`src/rtl/mips_pkg.sv`:
```
// rtl/mips_pkg.sv - shared constants and types for the MIPS fetch/decode boundary
package mips_pkg;

    localparam int          ADDR_W_DEF   = 32;
    localparam logic [31:0] RESET_PC_DEF = 32'h0000_3000;
    localparam logic [31:0] NOP_INSTR    = 32'h0000_0000;

    // Contents of the IF/ID pipeline register as seen by the decode stage.
    typedef struct packed {
        logic                  valid;
        logic [31:0]           instr;
        logic [ADDR_W_DEF-1:0] pc;
        logic [ADDR_W_DEF-1:0] pc4;
    } if_id_t;

    // Fetch FSM: RUN = normal fetch, PEND = redirect waiting for its delay slot.
    typedef enum logic {
        FETCH_RUN  = 1'b0,
        FETCH_PEND = 1'b1
    } fetch_state_t;

endpackage

```
`src/rtl/if_id_reg.sv`:
```
// rtl/if_id_reg.sv - IF/ID pipeline register
//  clk, rst          : clock, synchronous active-high reset (all fields to zero)
//  hold              : keep contents (highest priority after rst)
//  load              : capture d_instr/d_pc/d_pc4 as a valid instruction
//  bubble            : invalidate; instr becomes NOP, pc/pc4 keep their values
//  valid/instr/pc/pc4: register outputs to decode
module if_id_reg
    import mips_pkg::*;
#(
    parameter int ADDR_W = ADDR_W_DEF
) (
    input  logic              clk,
    input  logic              rst,
    input  logic              hold,
    input  logic              bubble,
    input  logic              load,
    input  logic [31:0]       d_instr,
    input  logic [ADDR_W-1:0] d_pc,
    input  logic [ADDR_W-1:0] d_pc4,
    output logic              valid,
    output logic [31:0]       instr,
    output logic [ADDR_W-1:0] pc,
    output logic [ADDR_W-1:0] pc4
);

    always_ff @(posedge clk) begin
        if (rst) begin
            valid <= 1'b0;
            instr <= NOP_INSTR;
            pc    <= '0;
            pc4   <= '0;
        end else if (!hold) begin
            if (load) begin
                valid <= 1'b1;
                instr <= d_instr;
                pc    <= d_pc;
                pc4   <= d_pc4;
            end else if (bubble) begin
                valid <= 1'b0;
                instr <= NOP_INSTR;
            end
        end
    end

endmodule

```
`src/rtl/if_stage.sv`:
```
// rtl/if_stage.sv - instruction fetch stage: PC register, next-PC mux, IF/ID register
//  Optional feature macro: IF_DELAY_SLOT_EN (architectural branch delay slot, RUN/PEND FSM)
//  clk, rst                   : clock, synchronous active-high reset
//  imem_addr                  : fetch address (= pc)
//  imem_rdata, imem_ready     : instruction word and its valid qualifier
//  stall                      : hazard hold of pc and IF/ID
//  redirect_valid, redirect_pc: taken branch/jump target from ID
//  if_id_valid/instr/pc/pc4   : IF/ID register outputs to decode
module if_stage
    import mips_pkg::*;
#(
    parameter int                ADDR_W   = ADDR_W_DEF,
    parameter logic [ADDR_W-1:0] RESET_PC = ADDR_W'(RESET_PC_DEF)
) (
    input  logic              clk,
    input  logic              rst,
    output logic [ADDR_W-1:0] imem_addr,
    input  logic [31:0]       imem_rdata,
    input  logic              imem_ready,
    input  logic              stall,
    input  logic              redirect_valid,
    input  logic [ADDR_W-1:0] redirect_pc,
    output logic              if_id_valid,
    output logic [31:0]       if_id_instr,
    output logic [ADDR_W-1:0] if_id_pc,
    output logic [ADDR_W-1:0] if_id_pc4
);

    logic [ADDR_W-1:0] pc;
    logic [ADDR_W-1:0] pc_next;
    logic [ADDR_W-1:0] pc_plus4;
    logic [ADDR_W-1:0] redirect_tgt;
    logic              ifid_hold;
    logic              ifid_bubble;
    logic              ifid_load;
    logic              unused_redirect_lsb;

    assign imem_addr           = pc;
    assign pc_plus4            = pc + ADDR_W'(4);
    assign redirect_tgt        = {redirect_pc[ADDR_W-1:2], 2'b00};
    assign unused_redirect_lsb = ^redirect_pc[1:0];

`ifdef IF_DELAY_SLOT_EN
    fetch_state_t      state;
    fetch_state_t      state_next;
    logic [ADDR_W-1:0] pend_pc;
    logic [ADDR_W-1:0] pend_pc_next;

    always_ff @(posedge clk) begin
        if (rst) begin
            state   <= FETCH_RUN;
            pend_pc <= '0;
        end else begin
            state   <= state_next;
            pend_pc <= pend_pc_next;
        end
    end

    // The word fetched in the redirect cycle is the delay slot and stays valid.
    // If memory is not ready, the target is parked and pc keeps pointing at the
    // slot until it arrives. A redirect in PEND cannot legally occur and is ignored.
    always_comb begin
        state_next   = state;
        pend_pc_next = pend_pc;
        pc_next      = pc;
        ifid_hold    = 1'b0;
        ifid_bubble  = 1'b0;
        ifid_load    = 1'b0;
        if (stall) begin
            ifid_hold = 1'b1;
        end else if (state == FETCH_PEND) begin
            if (imem_ready) begin
                ifid_load  = 1'b1;
                pc_next    = pend_pc;
                state_next = FETCH_RUN;
            end else begin
                ifid_bubble = 1'b1;
            end
        end else if (redirect_valid) begin
            if (imem_ready) begin
                ifid_load = 1'b1;
                pc_next   = redirect_tgt;
            end else begin
                ifid_bubble  = 1'b1;
                pend_pc_next = redirect_tgt;
                state_next   = FETCH_PEND;
            end
        end else if (imem_ready) begin
            ifid_load = 1'b1;
            pc_next   = pc_plus4;
        end else begin
            ifid_bubble = 1'b1;
        end
    end
`else
    // Without a delay slot the wrong-path word is squashed and the jump is
    // taken at once, whether or not memory answered this cycle.
    always_comb begin
        pc_next     = pc;
        ifid_hold   = 1'b0;
        ifid_bubble = 1'b0;
        ifid_load   = 1'b0;
        if (stall) begin
            ifid_hold = 1'b1;
        end else if (redirect_valid) begin
            ifid_bubble = 1'b1;
            pc_next     = redirect_tgt;
        end else if (imem_ready) begin
            ifid_load = 1'b1;
            pc_next   = pc_plus4;
        end else begin
            ifid_bubble = 1'b1;
        end
    end
`endif

    always_ff @(posedge clk) begin
        if (rst) begin
            pc <= RESET_PC;
        end else begin
            pc <= pc_next;
        end
    end

    if_id_reg #(
        .ADDR_W (ADDR_W)
    ) u_if_id_reg (
        .clk     (clk),
        .rst     (rst),
        .hold    (ifid_hold),
        .bubble  (ifid_bubble),
        .load    (ifid_load),
        .d_instr (imem_rdata),
        .d_pc    (pc),
        .d_pc4   (pc_plus4),
        .valid   (if_id_valid),
        .instr   (if_id_instr),
        .pc      (if_id_pc),
        .pc4     (if_id_pc4)
    );

endmodule

```
`config.mk`:
```
export PLATFORM = sky130hd
export DESIGN_NAME = if_stage
export DESIGN_NICKNAME = d
export VERILOG_FILES = /design/src/rtl/mips_pkg.sv /design/src/rtl/if_id_reg.sv /design/src/rtl/if_stage.sv
export SDC_FILE = /design/constraint.sdc
export NUM_CORES = 1
export LEC_CHECK = 0
export ABC_CLOCK_PERIOD_IN_PS = 2600
export CORE_MARGIN = 1
export CORE_UTILIZATION = 35
export CTS_CLUSTER_SIZE = 30
export DETAILED_ROUTE_END_ITERATION = 10
export PLACE_DENSITY = 0.7
export SETUP_SLACK_MARGIN = 0.5
export SLEW_MARGIN = 10
export SYNTH_ARGS = -nofsm -noshare
export SYNTH_HDL_FRONTEND = slang
export SYNTH_HIERARCHICAL = 1
export SYNTH_SLANG_ARGS = --single-unit
```
`constraint.sdc`:
```
create_clock -name clk -period 2.6 [get_ports clk]
set_input_delay 0.26 -clock clk [delete_from_list [all_inputs] [get_ports clk]]
set_output_delay 0.26 -clock clk [all_outputs]
set_load 0.05 [all_outputs]
```
======== Yosys cells after proc, flatten, opt, wreduce, memory -nomap -nowiden ========
Cells that the tools add are included.
storage, ports and cells
  register bits after elaboration ......... 129
  bits of input ports ..................... 69
  output and inout port bits .............. 129
  word-level logic and storage cells ...... 26
cells by class
  $add $sub $neg .......................... 1
  mux-type cells .......................... 13
  bitwise gates (word level) .............. 2
  reduce and logical (&&, ||, !) cells .... 5
operator list
  operator               count
  $mux 32                4
  $add 32x3->32 const B  1
  $mux 1                 9
  $reduce_and 2->1       3
  $reduce_bool 2->1      2
  $not 1->1              2

======== Logic depth before layout (Yosys ltp) ========
  word-level depth ........................ 5
  gate-level depth with buffers ........... 8
  gate-level depth less buffers ........... 7

======== Cells and area by module ========
The synthesis kept the hierarchy.
modules (own cells, without submodules)
  module     instances  cells each  area each (um^2)  sequential area each (um^2)
  if_id_reg  1          391         3318.2            1941.9
  if_stage   1          344         2501.1            600.6

======== Least setup slack after synthesis ========
Ideal clock, no wire load.
  kind .................................... register -> register
  from .................................... register pc[4] (netlist: imem_addr[4])
  to ...................................... register u_if_id_reg.pc4[31]
  setup time .............................. 0.119 ns
  data arrival time ....................... 2.340 ns
  data required time ...................... 2.481 ns
  slack ................................... 0.141 ns
  cell stages (with the launch flop) ...... 9
  path buffers ............................ 2
  period minus slack after synthesis ...... 2.459 ns
  cells stage by stage .................... dfxtp_1 buf_4 nand4_4 or3_1 buf_2 or4_4 xnor2_1 nand2_1 a21oi_1
on the way
  longest elaborated chain between the ends .. 1
RTL lines
  item                    line             RTL
  start, declared         if_stage.sv:29   logic [ADDR_W-1:0] pc;
  start signal, assigned  if_stage.sv:121  pc <= pc_next;
  $add 32x3->32           if_stage.sv:39   assign pc_plus4 = pc + ADDR_W'(4);
  via pc_plus4[31]        if_stage.sv:31   logic [ADDR_W-1:0] pc_plus4;
  end signal, assigned    if_id_reg.sv:37  pc4 <= d_pc4;
  end, declared           if_id_reg.sv:23  output logic [ADDR_W-1:0] pc4
The timed path passes the listed nets, and every way through them passes these cells.
A chain may end at the register's enable or synchronous reset.

======== Worst setup path in the final report ========
  from .................................... register pc[19] (netlist: imem_addr[19])
  to ...................................... register u_if_id_reg.pc4[31]
The elaborated chain is that of the path after synthesis.

==> results_dict.tcl <==
set metrics [dict create \
    fin_util_pct 53.5 \
    grt_pass1_vias 5165 \
    hold_violations 0 \
    clk_latency_ns 0.41 \
    cap_violations 0 \
    io_buffers 193 \
    io_pins 198 \
    cp.required_ns 2.94 \
    drtIter0Drc 462 \
    grt_max_degree 68 \
    power.leakage_nw 2.99 \
    grt_usage_pct 21.3 \
    tightest_slew_ns 0.666 \
    htreeDepth 4 \
    vias_per_cell 5.19 \
    finalWirelength_um 18500 \
    numCtsBuffers 17 \
    cts_hold_buf 0 \
    synth_cell_types 61 \
    avgSynthCellArea_sq_um 7.92 \
    fp-row-count 46 \
    slew_viol_final 0 \
    num_vias 5913 \
    synthTopCellsByCount "159 x nand2_1, 127 x dfxtp_1, 83 x a21oi_1" \
    die_area_sq_um 17100 \
    globalRoute.totalOverflow 0 \
    peakVddDrop_mv 0.437 \
    clock_skew_ns 0.00520 \
    cts_tree "built" \
    post-route-min-period_ns 2.02 \
    setup_violations 0 \
    drive_gt1_share_pct 11.3 \
    clk_pin_slew_ns 0.05 \
    yosys_register_bits 127 \
    critical_path.max_fanout 11 \
    synth.yosys.seq_area_share_pct 43.7 \
    cts.sinks 127 \
    grt_pass1_wl_um 28100 \
    synthArstFlopShare_pct 0 \
    rsz0062_at_grt "false" \
    yosys.area.top_type "dfxtp_1" \
    outcome "completed" \
    synth_top_family_by_area "simple AND/OR/NAND/NOR gates" \
    critPathLaunchType "flip-flop" \
    clockBufferDepth 2 \
    synthFlopType "dfxtp_1" \
    dr.pass1.iters 5 \
    synth.mux.area_fraction_pct 0.538 \
    fmax_mhz 496 \
    area_growth_pct 47.7 \
    root_buffer "clkbuf_16" \
    hold_path_class "input port to flip-flop" \
    synth_compound_area_share_pct 20.3 \
    syn-cell-area_sq_um 5820 \
    finalCritPeriodShare_pct 77.6 \
    synth-edff-count 0 \
    fp.coreArea_sq_um 16100 \
    critPathKind "flip-flop to flip-flop" \
    endpoint_kind "flip-flop" \
    synthXorXnorAreaFrac_pct 4.21 \
    ant_nets 0 \
    fin_setup_tns_ns 0 \
    yosys.area_share.simple_pct 24.6 \
    diodes 0 \
    synthAdderAreaFrac_pct 0.215 \
    die-width_um 131 \
    start_util_pct 36.2 \
    drc 0 \
    synth.top_cell.area_share_pct 43.7 \
    powerDensity_nw_per_um2 580 \
    syn-instance-count 735 \
    gp_congestion 0.840 \
    routedWlPerCell_um 16.2 \
    worstPathArrival_ns 2.36 \
    antenna_found_initial 0 \
    synthTopCellsByArea "dfxtp_1 44%, nand2_1 10%, a21oi_1 7.1%" \
    synth_warnings 6 \
    yosysMostFrequentCell "nand2_1" \
    dpl.hpwl_um 12900 \
    layout.nets 981 \
    die_y_um 131 \
    max-slew-margin-rel_pct 55.6 \
]
## area by class of cell
class                   instances  area (sq um)
well taps                     216           270
clock inverters                11          86.3
fillers                      1495          7460
multi-input cells             537          2990
repair buffers                218          2140
inverters                      10          37.5
clock buffers                  21           472
flip-flops and latches        127          2600
## logic make-up after synthesis
group                      after synthesis
DFF                                    127
muxes                                    3
other                                    1
and+or+nand+nor                        313
xor gates and xnor gates                28
buffers and inverters                   76
adders and majority gates                1
AOI/OAI and AO/OA                      186
## flip-flops by register name, indices dropped and copies added (netlist names)
signal	flops
u_if_id_reg/instr	32
u_if_id_reg/pc4	32
u_if_id_reg/pc	32
imem_addr	30
u_if_id_reg/valid	1
## through the flow
step           worst slack, ns  instance area [sq um]  power [mW]  std cells  hold WS, ns
4_1_cts                  0.511                   8560        5.02       1140        0.256
2_1_floorplan            0.481                   5940        2.49        740        0.408
3_3_place_gp             0.368                   8000        2.76       1108        0.442
6_report                 0.583                   8590        4.98       1140        0.264
3_5_place_dp             0.360                   8000        2.76       1108        0.446
5_1_grt                  0.511                   8590        5.16       1140        0.295
## worst max-delay path, stage by stage, from the launching register on
cell     delay (ns)
dfxtp_4        0.42
nand3_2        0.16
or4_4          0.58
or4_4          0.45
xnor2_1        0.15
nand2_1        0.06
a21oi_1        0.12
## where the power goes
group	leakage, nW	switching [mW]	internal, mW
logic	1.66	0.394	0.262
registers	1.04	0.0773	1.99
clock network	0.286	0.870	1.38
## final timing paths
path / slack (ns) / start / endpoint / cells after the start
hold / removal: 0.26 / rst / imem_addr[4] / 2
setup reg to reg: 0.58 / imem_addr[19] / u_if_id_reg/pc4[31] / 6
hold reg to reg: 0.45 / u_if_id_reg/pc4[3] / u_if_id_reg/pc4[3] / 2
setup / recovery: 0.58 / imem_addr[19] / u_if_id_reg/pc4[31] / 6
## placed cells by master (no fill, tap or decap), types with 13 or more instances in the layout
cell type        count
nor2_1              50
xor2_1              13
xnor2_1             15
dfxtp_1            101
buf_4               24
a22oi_1             35
nand2_1            159
clkbuf_16           18
nor3_1              17
a31oi_1             14
nand3_1             21
clkdlybuf4s50_1    190
dfxtp_2             15
a21oi_1             83
o21ai_0             14
## timing repair
action                                  4_1_cts  5_1_grt
setup buffers                                 0        0
resized for setup                             1        8
endpoints found under the setup margin        2       13
pin swaps                                     1        0
## metal layers
metal,global-route usage [%],up-vias,part of all wire (%)
li1,-,2930,-
met2,31.4,204,46
met3,4.56,28,6.0
met5,0,-,0
met1,30.2,2751,46
met4,8.25,0,2.1
Power figures use the tool's default switching activity.
